<file path="config.mk">
export PLATFORM = sky130hd
export DESIGN_NAME = daq_rate_seq_ctrl
export DESIGN_NICKNAME = d
export VERILOG_FILES = /design/src/rtl/daq_rate_ctrl_pkg.sv /design/src/rtl/daq_tmo_cnt.sv /design/src/rtl/daq_rate_seq_ctrl.sv
export SDC_FILE = /design/constraint.sdc
export NUM_CORES = 1
export LEC_CHECK = 0
export ABC_AREA = 1
export ABC_CLOCK_PERIOD_IN_PS = 3260
export CAP_MARGIN = 0
export CORE_UTILIZATION = 48
export DETAILED_ROUTE_END_ITERATION = 6
export PLACE_DENSITY = 0.69
export SYNTH_ARGS = -nofsm -noshare
export SYNTH_HDL_FRONTEND = slang
export SYNTH_SLANG_ARGS = --single-unit
</file>
<file path="constraint.sdc">
create_clock -name CLK -period 3.26 [get_ports CLK]
set_input_delay 0.652 -clock CLK [delete_from_list [all_inputs] [get_ports CLK]]
set_output_delay 0.652 -clock CLK [all_outputs]
set_load 0.03 [all_outputs]
</file>
<file path="src/rtl/daq_rate_ctrl_pkg.sv">
// Shared encodings for the DAQ optical link rate-change sequencer.
package daq_rate_ctrl_pkg;

  // Encodings are visible through the status register, so values are fixed.
  typedef enum logic [2:0] {
    StIdle    = 3'd0,
    StDrain   = 3'd1,
    StSwitch  = 3'd2,
    StRecover = 3'd3,
    StSettle  = 3'd4,
    StError   = 3'd5
  } seq_state_e;

  localparam logic RATE_1G25 = 1'b0;
  localparam logic RATE_3G2  = 1'b1;

  localparam int unsigned CntW = 16;

  // Status line of the rate-select FSM that corresponds to the commanded target.
  function automatic logic target_status(logic target, logic rate_1_25, logic rate_3_2);
    return (target == RATE_3G2) ? rate_3_2 : rate_1_25;
  endfunction

endpackage

</file>
<file path="src/rtl/daq_tmo_cnt.sv">
// Shared state-duration counter with clear, enable and an expire flag that
// fires on the last cycle of a limit-cycle interval.
module daq_tmo_cnt #(
  parameter int unsigned Width = 16
) (
  input  logic             clk_i,
  input  logic             rst_i,
  input  logic             clr_i,
  input  logic             en_i,
  input  logic [Width-1:0] limit_i,
  output logic             expire_o
);

  localparam logic [Width-1:0] One = Width'(1);

  logic [Width-1:0] cnt_q, cnt_d;

  // Next count: clear wins, saturate instead of wrapping.
  always_comb begin
    cnt_d = cnt_q;
    if (clr_i) begin
      cnt_d = '0;
    end else if (en_i && (cnt_q != '1)) begin
      cnt_d = cnt_q + One;
    end
  end

  // Count register.
  always_ff @(posedge clk_i) begin
    if (rst_i) begin
      cnt_q <= '0;
    end else begin
      cnt_q <= cnt_d;
    end
  end

  // Counter holds 0 on the entry cycle, so limit-1 marks the limit-th cycle.
  assign expire_o = en_i && (cnt_q == (limit_i - One));

endmodule

</file>
<file path="src/rtl/daq_rate_seq_ctrl.sv">
// Rate-change sequencer: drains the framer, commands the new link rate, waits
// for the rate-select FSM to confirm, recovers on timeout and settles.
module daq_rate_seq_ctrl
  import daq_rate_ctrl_pkg::*;
#(
  parameter int unsigned DRAIN_TMO   = 1024,
  parameter int unsigned SWITCH_TMO  = 4096,
  parameter int unsigned SETTLE_CYC  = 64,
  parameter int unsigned FSM_RST_CYC = 8,
  parameter int unsigned MAX_RETRY   = 3
) (
  input  logic       CLK,
  input  logic       RST,
  input  logic       REQ_RATE,
  input  logic       FRAME_ACTIVE,
  input  logic       RATE_1_25,
  input  logic       RATE_3_2,
  input  logic       CLR_ERR,
  output logic       DAQ_RATE,
  output logic       RATE_FSM_RST,
  output logic       HOLD_DATA,
  output logic       BUSY,
  output logic       DONE,
  output logic       ERR,
  output logic       DRAIN_FORCED,
  output logic [1:0] RETRY_CNT,
  output logic [2:0] SEQ_STATE
);

  localparam logic [1:0] MaxRetry = 2'(MAX_RETRY);

  seq_state_e state_q, state_d;
  logic       target_q, target_d;
  logic [1:0] retry_q, retry_d;
  logic       drain_forced_q, drain_forced_d;
  logic       daq_rate_q, daq_rate_d;
  logic       fsm_rst_q, fsm_rst_d;
  logic       hold_q, hold_d;
  logic       busy_q, busy_d;
  logic       done_q, done_d;
  logic       err_q, err_d;

  logic [CntW-1:0] limit;
  logic            cnt_en;
  logic            expire;
  logic            tgt_ok;

  assign tgt_ok = target_status(target_q, RATE_1_25, RATE_3_2);

  // Interval length for whichever state is currently being timed.
  always_comb begin
    limit  = '0;
    cnt_en = 1'b1;
    unique case (state_q)
      StDrain:   limit = CntW'(DRAIN_TMO);
      StSwitch:  limit = CntW'(SWITCH_TMO);
      StRecover: limit = CntW'(FSM_RST_CYC);
      StSettle:  limit = CntW'(SETTLE_CYC);
      default:   cnt_en = 1'b0;
    endcase
  end

  daq_tmo_cnt #(
    .Width (CntW)
  ) u_tmo_cnt (
    .clk_i    (CLK),
    .rst_i    (RST),
    .clr_i    (state_d != state_q),
    .en_i     (cnt_en),
    .limit_i  (limit),
    .expire_o (expire)
  );

  // Sequencing decisions; status beats timeout wherever both are seen.
  always_comb begin
    state_d        = state_q;
    target_d       = target_q;
    retry_d        = retry_q;
    drain_forced_d = drain_forced_q;
    unique case (state_q)
      StIdle: begin
        if (REQ_RATE != daq_rate_q) begin
          state_d        = StDrain;
          target_d       = REQ_RATE;
          retry_d        = '0;
          drain_forced_d = 1'b0;
        end
      end
      StDrain: begin
        if (!FRAME_ACTIVE) begin
          state_d = StSwitch;
        end else if (expire) begin
          state_d        = StSwitch;
          drain_forced_d = 1'b1;
        end
      end
      StSwitch: begin
        if (tgt_ok) begin
          state_d = StSettle;
        end else if (expire) begin
          if (retry_q < MaxRetry) begin
            state_d = StRecover;
            retry_d = retry_q + 2'd1;
          end else begin
            state_d = StError;
          end
        end
      end
      StRecover: begin
        if (expire) state_d = StSwitch;
      end
      StSettle: begin
        if (!tgt_ok) begin
          state_d = StSwitch;
        end else if (expire) begin
          state_d = StIdle;
        end
      end
      StError: begin
        if (CLR_ERR) state_d = StIdle;
      end
      default: state_d = StIdle;
    endcase
  end

  // Outputs decoded from the next state so they register alongside it.
  always_comb begin
    daq_rate_d = daq_rate_q;
    fsm_rst_d  = 1'b0;
    hold_d     = 1'b0;
    busy_d     = 1'b0;
    done_d     = 1'b0;
    err_d      = 1'b0;
    unique case (state_d)
      StDrain: begin
        hold_d = 1'b1;
        busy_d = 1'b1;
      end
      StSwitch, StSettle: begin
        hold_d     = 1'b1;
        busy_d     = 1'b1;
        daq_rate_d = target_d;
      end
      StRecover: begin
        hold_d     = 1'b1;
        busy_d     = 1'b1;
        fsm_rst_d  = 1'b1;
        daq_rate_d = RATE_1G25;
      end
      StError: err_d = 1'b1;
      StIdle:  done_d = (state_q == StSettle);
      default: ;
    endcase
  end

  // State and registered outputs.
  always_ff @(posedge CLK) begin
    if (RST) begin
      state_q        <= StIdle;
      target_q       <= RATE_1G25;
      retry_q        <= '0;
      drain_forced_q <= 1'b0;
      daq_rate_q     <= RATE_1G25;
      fsm_rst_q      <= 1'b0;
      hold_q         <= 1'b0;
      busy_q         <= 1'b0;
      done_q         <= 1'b0;
      err_q          <= 1'b0;
    end else begin
      state_q        <= state_d;
      target_q       <= target_d;
      retry_q        <= retry_d;
      drain_forced_q <= drain_forced_d;
      daq_rate_q     <= daq_rate_d;
      fsm_rst_q      <= fsm_rst_d;
      hold_q         <= hold_d;
      busy_q         <= busy_d;
      done_q         <= done_d;
      err_q          <= err_d;
    end
  end

  assign DAQ_RATE     = daq_rate_q;
  assign RATE_FSM_RST = fsm_rst_q;
  assign HOLD_DATA    = hold_q;
  assign BUSY         = busy_q;
  assign DONE         = done_q;
  assign ERR          = err_q;
  assign DRAIN_FORCED = drain_forced_q;
  assign RETRY_CNT    = retry_q;
  assign SEQ_STATE    = state_q;

endmodule
</file>
==> metrics.md, run 1 <==
| Metric | Value |
|---|---|
| First-pass GRT wire length | `between 6 and 7 mm` |
| Post-synth EDFFs | `0` |
| Post-synthesis sequential area ratio | `0.311` |
| Power Internal | `0.744 mW` |
| Core Box Area | `~0.0035 mm^2` |
| DRC | `0` |
| Die ar. | `roughly 0.004 mm^2` |
| IO Port Bufs | `18` |
| Clk sink count | `28` |
| CTS clk-pin slew, worst paths | `0.09 ns` |
| Hold buffer count at cts | `0` |
| DP Worst Slack | `between 0.3 and 0.4 ns` |
| Warnings, synthesis | `0` |
| CTS buffer count | `3` |
| Hold Crit Class | `reg -> reg` |
| Largest net degree at the start of global routing | `17` |
| Total Routing Usage GR | `0.189` |
| Die Ht | `roughly 63 um` |
| Most common cell after layout, fill and taps aside | `nand2_1` |
| Fin Clk Skew | `0.00254 ns` |
| DP Cell Count | `about 310` |
| GP Congestion | `just over 0.9` |
| Highest Clock Rate | `about 0.36 GHz` |
| Layout cells sized above 1 | `0.164` |
| Required time of the critical path | `around 3.4 ns` |
| 1st-pass router iterations | `4` |
| Non-Filler Instances | `around 320` |
| Gate power share | `0.502` |
| Slew HR | `0.688` |
| LEAKAGE | `between 0.8 and 0.9 nW` |
| Setup Viol. Count Final | `0` |
| PostCTS Resize Cnt | `0` |
| Cell Area, Synth | `between 0.0015 and 0.002 mm^2` |
| Worst-path cell chain | `nand3_2, nand2_2, inv_1, ha_1, inv_1, nand2_1, nand2_1, nor2_1, nand3_2, nor2_4, nand2_2, a21oi_1, nand2_2, inv_2, nand2_1, nand4_4, buf_12, nor2_4` |
| Crit path capture type | `register` |
| Via density per instance | `approximately 4.7` |
| Row count | `21` |
| Leading cell types in the layout, fill and taps excluded | `50 x nand2_1, 38 x inv_1, 34 x nor2_1` |
| Antenna Cells | `0` |
| Final Hold Fails | `0` |
| Part of the cycle the worst path needs | `0.846` |
| Async SR Flop Fraction | `0` |
| Fin nets | `280` |
| Post-CTS Setup Bufs | `0` |
| Initial core utilization | `0.520` |
| Commonest register cell after synthesis | `dfxtp_1` |
| Critical path class | `reg -> reg` |
| CP arrival | `2.93 ns` |
| Clock network power share | `0.167` |
| CTS tree | `built` |
| Slowest stage delay, CP | `between 0.6 and 0.7 ns` |
| Final WL | `3.41 mm` |
| Grt ovf | `0` |
| Netlist cell types | `32` |
| Net Count, Synth | `260` |
| Clk root buf | `clkbuf_8` |
| Remaining antenna violation count | `0` |
| Vias in the first global route | `1386` |
| Mapped Cells | `250` |
| Seq pwr share | `0.331` |
| Skew-Pair Late Insertion Delay | `0.28 ns` |
| Minimum clock period | `between 2 and 3 ns` |
| Avg WL per Cell | `around 11 um` |
| FF+latch count, synth | `28` |
| CP max FO | `10` |
| RSZ-0062 raised after global routing | `false` |
| Run status | `completed` |
| Worst Tran Pin Value | `between 0.4 and 0.5 ns` |
| Max_cap viols | `0` |
| Final worst setup slack | `~0.50 ns` |
| Setup TNS | `0 ns` |
| Final Max Slew Viols | `0` |
| VDD IR max | `about 0.36 mV` |
| Setup crit start kind | `register` |
| First DRT Iteration DRCs | `95` |
| Sw Pwr | `about 0.57 mW` |
| Vias | `around 1.5k` |
| Worst-case clock buffer depth | `2` |
| PD cells | `632 mW/mm^2` |
| Syn avg cell area | `between 7 and 8 um^2` |
| Slowest library cell on the worst path | `dfxtp_1` |
| Io pins | `19` |
| Die W | `about 63 um` |
| Crit path buffers/inverters | `4` |
| H-tree depth | `1` |
| Util after Layout | `0.601` |
| HPWL Detailed | `2.61 mm` |
| R2R setup slack | `approximately 0.50 ns` |
| Antenna violations before repair | `0` |
| Cell family with most CP delay | `simple AND/OR/NAND/NOR gates` |
| Sw Share | `0.435` |
| Synthesis-to-layout area growth | `15.5%` |
==> path summary, 6_finish.rpt <==
path | to | depth (start not counted) | start
setup reg to reg | u_tmo_cnt.cnt_q[1] | 18 | SEQ_STATE[0]
hold / removal | DRAIN_FORCED | 2 | DRAIN_FORCED
setup / recovery | u_tmo_cnt.cnt_q[1] | 18 | SEQ_STATE[0]
hold reg to reg | DRAIN_FORCED | 2 | DRAIN_FORCED
==> flip-flops by register name (all words and copies together), names as in the netlist <==
signal,flops
DONE,1
DRAIN_FORCED,1
RETRY_CNT,2
target_q,1
u_tmo_cnt.cnt_q,16
SEQ_STATE,3
RATE_FSM_RST,1
BUSY,1
ERR,1
DAQ_RATE,1
==> Yosys cell counts, types with 2 or more instances <==
cell type	instances	area [um^2]
inv_2	8	30.0
a21oi_2	2	17.5
nor2_4	12	135
buf_6	2	22.5
ha_1	3	37.5
nand2_2	5	31.3
nor2_1	34	128
xor2_1	10	87.6
nand3_1	15	75.1
nand3b_1	2	15.0
a21oi_1	3	15.0
o21ai_0	4	20.0
nor2_2	2	12.5
dfxtp_1	28	561
nand2_4	2	22.5
nand2_1	50	188
inv_1	38	143
nor3_1	7	35.0
nand3_4	2	35.0
nand3_2	4	40.0
xnor2_1	6	52.6
==> power groups by stage <==
| stage | Clock [mW] | Combinational (mW) | Sequential [mW] |
|---|---|---|---|
| after floorplan | 0 | 0.465 | 0.478 |
| after global placement | 0 | 0.600 | 0.444 |
| after detailed placement | 0 | 0.606 | 0.443 |
| after CTS | 0.229 | 0.608 | 0.436 |
| final | 0.220 | 0.662 | 0.436 |
| after global routing | 0.242 | 0.728 | 0.444 |
==> final cells by class <==
type                            count  area (um^2)
Clock buffer                        4         55.1
Fill cell                         328         1390
Inverter                           46          173
Timing Repair Buffer               20          220
Multi-Input combinational cell    171         1020
Sequential cell                    28          561
Tap cell                           46         57.6
==> tightest hold or removal path, cell delays in order, from the launching register on <==
cell	delay [ns]
dfxtp_1	0.32
nand2_1	0.06
a21oi_1	0.06
==> through the flow <==
| stage | hold WS, ns | power (mW) | cell area, um^2 |
|---|---|---|---|
| 2_1_floorplan | 0.490 | 0.943 | 1800 |
| 3_3_place_gp | 0.466 | 1.04 | 1990 |
| 3_5_place_dp | 0.464 | 1.05 | 1990 |
| 4_1_cts | 0.488 | 1.27 | 2040 |
| 5_1_grt | 0.523 | 1.41 | 2080 |
| 6_report | 0.486 | 1.32 | 2080 |
==> layer usage <==
metal | wire length [um] | vias to the layer above | track usage
met2 | 1590 | 39 | 0.324
met4 | 27 | 0 | 0.0511
met1 | 1620 | 639 | 0.239
li1 | - | 800 | -
met5 | 0 | - | 0
met3 | 167 | 3 | 0.0399
==> kinds of logic (layout without fill, tap and decap cells) <==
kind of cell / after synthesis / count (layout) / share of synthesized area
AO/OA/AOI/OAI: 11 / 11 / 0.0361
XOR/XNOR: 16 / 16 / 0.0777
adder cells (fa/ha/maj): 3 / 3 / 0.0208
buffers and inverters: 51 / 70 / 0.126
flip-flops: 28 / 28 / 0.311
multiplexers: 1 / 1 / 0.00555
AND/OR/NAND/NOR: 140 / 140 / 0.424
Note: power is estimated with default switching activity, not from simulation.
==> run 2: changes to the inputs <==
- ABC_CLOCK_PERIOD_IN_PS: 3260 -> 2700
- clock period: 3.26 -> 2.7 ns (I/O delays scaled with it)
==> run 2 against run 1 <==
Effect of this change:
- via count fell by 0.34%
- routed wire length rose by 1.0%
- design area up 2.6%
- critical path type unchanged
- critical endpoint is now u_tmo_cnt.cnt_q[4]
==> metrics.md, run 2 (synthesized netlist as in run 1, its figures left out) <==
| Metric | Value |
|---|---|
| IO Port Bufs | `18` |
| M2 GR Usage | `0.332` |
| CTS clk-pin slew, worst paths | `roughly 0.090 ns` |
| Max reg flops | `16` |
| Skew-Pair Late Insertion Delay | `between 0.2 and 0.3 ns` |
| Io pins | `19` |
| DP Worst Slack | `0.141 ns` |
| Crit path capture type | `register` |
| Vias in the first global route | `~1.4k` |
| Initial core utilization | `0.520` |
| Final worst setup slack | `~0.22 ns` |
| CTS buffer count | `3` |
| Row count | `21` |
| First-pass GRT wire length | `~6.1 mm` |
| Run status | `completed` |
| Avg WL per Cell | `~11 um` |
| Met3 Usage GRT | `0.0453` |
| Critical Path Start | `SEQ_STATE[0]` |
| Setup crit start kind | `register` |
| Minimum clock period | `about 2.5 ns` |
| Total Routing Usage GR | `0.192` |
| Total Power | `approximately 1.6 mW` |
| WHS | `around 0.47 ns` |
| Die W | `between 60 and 70 um` |
| 1st-pass router iterations | `4` |
| Worst-case clock buffer depth | `2` |
| Hold_sp | `DRAIN_FORCED` |
| Reg with most FFs | `u_tmo_cnt.cnt_q` |
| GP Congestion | `between 0.8 and 0.9` |
| CTS tree | `built` |
| LEAKAGE | `between 0.9 and 1 nW` |
| VDD IR max | `approximately 0.45 mV` |
| Max_cap viols | `0` |
| Highest Clock Rate | `0.404 GHz` |
| Busiest metal layer after global routing | `met2` |
| Hold Crit Class | `reg -> reg` |
| Remaining antenna violation count | `0` |
| Final WL | `between 3 and 4 mm` |
| Critical path class | `reg -> reg` |
| HPWL Detailed | `around 2.6 mm` |
| Antenna violations before repair | `0` |
| Die ar. | `between 0.004 and 0.005 mm^2` |
| Setup Viol. Count Final | `0` |
| Die Ht | `about 63 um` |
| CP max FO | `8` |
| Clk sink count | `28` |
| R2R setup slack | `0.22 ns` |
| Grt ovf | `0` |
| CP arrival | `2.65 ns` |
| PD cells | `742 mW/mm^2` |
| DRC | `0` |
| Reg2Reg Depth | `19` |
| Required time of the critical path | `roughly 2.9 ns` |
| Final Max Slew Viols | `0` |
| Fin Clk Skew | `about 0.0072 ns` |
| Slew HR | `0.769` |
| Worst Tran Pin Value | `around 0.34 ns` |
| Largest net degree at the start of global routing | `17` |
| FF-to-FF Start | `SEQ_STATE[0]` |
| Worst hold stages | `2` |
| Antenna Cells | `0` |
| Synthesis-to-layout area growth | `18.5%` |
| Hold buffer count at cts | `0` |
| Via density per instance | `around 4.6` |
| Core Box Area | `0.00347 mm^2` |
| Layout cells sized above 1 | `0.193` |
| H-tree depth | `1` |
| Met1 GRT Util | `0.233` |
| Vias | `1476` |
| Layout fillers | `about 330` |
| Clk root buf | `clkbuf_8` |
| First DRT Iteration DRCs | `75` |
| Final Hold Fails | `0` |
| Fin nets | `about 290` |
| Part of the cycle the worst path needs | `0.917` |
| Leading cell types in the layout, fill and taps excluded | `50 x nand2_1, 38 x inv_1, 33 x nor2_1` |
| Most common cell after layout, fill and taps aside | `nand2_1` |
[run 2: where the power goes]
part / internal [mW] / switching (mW)
logic: 0.333 / 0.512
clock network: 0.100 / 0.128
registers: 0.466 / 0.0476
[run 2: worst max-delay path: stages, from the launching register on]
cell	delay (ns)
dfxtp_4	0.38
nor2_4	0.14
nand2_4	0.07
nand2_2	0.07
inv_1	0.04
ha_1	0.28
inv_1	0.04
nand2_1	0.05
nand2_1	0.04
nor2_1	0.10
nand3_2	0.11
nor2_4	0.16
nand2_4	0.08
a21oi_1	0.17
nand2_2	0.10
inv_2	0.07
nand2_1	0.09
nand4_4	0.14
clkbuf_16	0.20
nor2_4	0.03
[run 2: path summary, 6_finish.rpt]
| path | to |
|---|---|
| worst max register to register | u_tmo_cnt.cnt_q[4] |
| worst max-delay path | u_tmo_cnt.cnt_q[4] |
| worst min register to register | DRAIN_FORCED |
| worst min-delay path | DRAIN_FORCED |
[run 2: timing repair]
item / 4_1_cts / 5_1_grt
resized for setup: 0 / 8
buffers inserted: 0 / 4
setup endpoints to repair: 0 / 20
[run 2: per-stage QoR]
stage | area (um^2) | setup TNS [ns] | instances | util
2_1_floorplan | 1800 | 0 | 250 | -
3_3_place_gp | 2020 | 0 | 312 | 0.583
3_5_place_dp | 2020 | 0 | 312 | 0.583
4_1_cts | 2060 | 0 | 315 | 0.595
5_1_grt | 2140 | -0.000741 | 320 | 0.617
6_report | 2140 | 0 | 320 | 0.617
[run 2: per-layer routing]
metal	vias to the layer above	wire length [um]
li1	807	-
met1	648	1650
met2	19	1670
met3	2	101
met4	0	23
met5	-	0
[run 2: layout make-up]
class,count,area (um^2),share of cell area
Tap cell,46,57.6,0.0269
Clock buffer,3,41.3,0.0193
Inverter,46,175,0.0819
Timing Repair Buffer,26,270,0.126
Sequential cell,28,569,0.266
Multi-Input combinational cell,171,1020,0.479
==> run 3: changes to the inputs <==
- ABC_CLOCK_PERIOD_IN_PS: 2700 -> 2400
- clock period: 2.7 -> 2.4 ns (I/O delays scaled with it)
==> run 3 against run 2 <==
Effect of this change:
- the run now ends with negative setup slack left
- via count up 6.6%
- flip-flop and latch count unchanged
- first-iteration DRC count down 5.3%
- design area up 9.9%
- cell count up 3.1%
- critical endpoint is now u_tmo_cnt.cnt_q[12]
- clock skew down 0.0024 ns
- setup slack worse by 0.29 ns
- routed wire length up 14%
- sequential power up 12%
- core utilization up 6.1 points
- total power up 30%
- non-clock buffer count up 9
==> metrics.md, run 3 (synthesized netlist as in run 1, its figures left out) <==
| Metric | Value |
|---|---|
| Failing checks | `negative setup slack` |
| Antenna Cells | `0` |
| First DRT Iteration DRCs | `71` |
| Worst Tran Pin Value | `approximately 0.46 ns` |
| Remaining antenna violation count | `0` |
| Power Internal | `~1.1 mW` |
| Layout cells sized above 1 | `0.299` |
| Io pins | `19` |
| PD cells | `about 880 mW/mm^2` |
| Setup Viol. Count Final | `16` |
| Final worst setup slack | `-0.0661 ns` |
| Largest net degree at the start of global routing | `16` |
| Worst-case clock buffer depth | `2` |
| Total Routing Usage GR | `0.197` |
| Die ar. | `0.00401 mm^2` |
| Minimum clock period | `approximately 2.5 ns` |
| Multi-input logic area | `0.00116 mm^2` |
| Antenna violations before repair | `0` |
| Final Max Slew Viols | `0` |
| Register area | `around 570 um^2` |
| Critical path class | `reg -> reg` |
| RSZ-0062 raised after global routing | `true` |
| Layout fillers | `a little over 300` |
| CTS clk-pin slew, worst paths | `~0.090 ns` |
| Synthesis-to-layout area growth | `30.3%` |
| Seq pwr share | `0.281` |
| Slew HR | `0.692` |
| Vias | `approximately 1.6k` |
| Avg WL per Cell | `11.8 um` |
| HPWL Detailed | `2.74 mm` |
| Setup crit start kind | `register` |
| Fin Clk Skew | `0.00480 ns` |
| Critical Path Start | `SEQ_STATE[0]` |
| CTS tree | `built` |
| IO Port Bufs | `18` |
| CP max FO | `8` |
| Die W | `approximately 63 um` |
| Max_cap viols | `0` |
| CP arrival | `~2.7 ns` |
| Sw Pwr | `a little over 0.9 mW` |
| GP Congestion | `~0.83` |
| Row count | `21` |
| Part of the cycle the worst path needs | `1.03` |
| DP Worst Slack | `-0.0134 ns` |
| Core Box Area | `around 0.0035 mm^2` |
| Clock network power share | `0.130` |
| Reg with most FFs | `u_tmo_cnt.cnt_q` |
| Gate power share | `0.589` |
| Via density per instance | `~4.8` |
| LEAKAGE | `about 1.0 nW` |
| DRC | `0` |
| Die Ht | `63.3 um` |
| Util after Layout | `0.678` |
| Final WL | `around 3.9 mm` |
| Fin nets | `approximately 300` |
| Vias in the first global route | `approximately 1.4k` |
| Clk sink count | `28` |
| Skew-Pair Late Insertion Delay | `between 0.2 and 0.3 ns` |
| Grt ovf | `0` |
| Final Hold Fails | `0` |
| Clk root buf | `clkbuf_8` |
| Leading cell types in the layout, fill and taps excluded | `39 x nand2_1, 35 x inv_1, 27 x nor2_1` |
| Most common cell after layout, fill and taps aside | `nand2_1` |
| FF-to-FF Start | `SEQ_STATE[0]` |
| Run status | `complete, but fails checks` |
| Sw Share | `0.446` |
| Highest Clock Rate | `between 0.4 and 0.5 GHz` |
| Required time of the critical path | `roughly 2.6 ns` |
| CTS buffer count | `3` |
| Initial core utilization | `0.520` |
| Max reg flops | `16` |
| Hold Crit Class | `reg -> reg` |
| Crit path capture type | `register` |
| First-pass GRT wire length | `6.27 mm` |
| VDD IR max | `between 0.4 and 0.5 mV` |
| H-tree depth | `1` |
| Hold buffer count at cts | `0` |
| Hold_sp | `DRAIN_FORCED` |
| 1st-pass router iterations | `4` |
[run 3: cell types whose count changed in the layout (fill, tap and decap cells not counted), moves of 2 or more]
cell,change
nand2_4,+2
nor2_4,+6
nand3_4,+2
nand2_1,-11
nand3_2,-2
inv_1,-3
nor2_1,-6
buf_4,+8
nand2_2,+9
inv_2,+2
[run 3: through the flow]
step | total power, mW | std cells | hold slack (ns) | setup TNS [ns] | area, um^2
global route | 2.20 | 330 | 0.496 | -3.49 | 2350
floorplan | 1.29 | 250 | 0.490 | -0.480 | 1810
CTS | 1.89 | 327 | 0.485 | 0 | 2190
global placement | 1.53 | 319 | 0.464 | 0 | 2080
detailed placement | 1.53 | 319 | 0.466 | -0.0292 | 2080
finish | 2.06 | 330 | 0.480 | -0.719 | 2350
[run 3: per-layer routing]
metal	global-route usage	wire [um]	vias to the layer above	part of all wire
met5	0	0	-	0
met3	0.0290	154	5	0.039
li1	-	-	830	-
met2	0.300	1730	25	0.44
met4	0.0710	45	0	0.012
met1	0.279	1980	714	0.51
[run 3: critical path: stages, from the launching register on]
cell and delay (ns):
dfxtp_4 0.38, nor2_4 0.14, nand2_4 0.06, nand2_2 0.08
inv_2 0.04, ha_4 0.26, inv_2 0.03, nand2_2 0.05
nand2_2 0.05, nor2_2 0.09, nand3_2 0.10, nor2_4 0.18
nand3_4 0.10, nand2_2 0.09, nand2_2 0.06, nand2_2 0.10
inv_2 0.06, nand2_2 0.09, nand4_4 0.16, buf_16 0.20
nor2_4 0.09
[run 3: layout make-up]
class,instances,share of cell area
Multi-Input combinational cell,171,0.492
Sequential cell,28,0.242
Timing Repair Buffer,35,0.146
Inverter,46,0.0756
Tap cell,46,0.0245
Clock buffer,4,0.0192
[run 3: worst paths after layout]
check / slack (ns) / end / cells past startpoint
hold / removal: 0.48 / DRAIN_FORCED / 2
hold reg to reg: 0.48 / DRAIN_FORCED / 2
setup reg to reg: -0.07 / u_tmo_cnt.cnt_q[12] / 20
setup / recovery: -0.07 / u_tmo_cnt.cnt_q[12] / 20
[run 3: power groups by stage]
stage          combinational [mW]  clock, mW  sequential [mW]
6_report                     1.21      0.267            0.578
5_1_grt                      1.32      0.294            0.586
4_1_cts                      1.04      0.274            0.576
3_5_place_dp                0.942          0            0.588
3_3_place_gp                0.940          0            0.586
2_1_floorplan               0.632          0            0.654
[run 3: timing repair]
| item | CTS | global route |
|---|---|---|
| pin swaps | 1 | 10 |
| gates cloned | 1 | 0 |
| resized for setup | 6 | 37 |
| setup buffers | 3 | 3 |
| endpoints found under the setup margin | 10 | 22 |
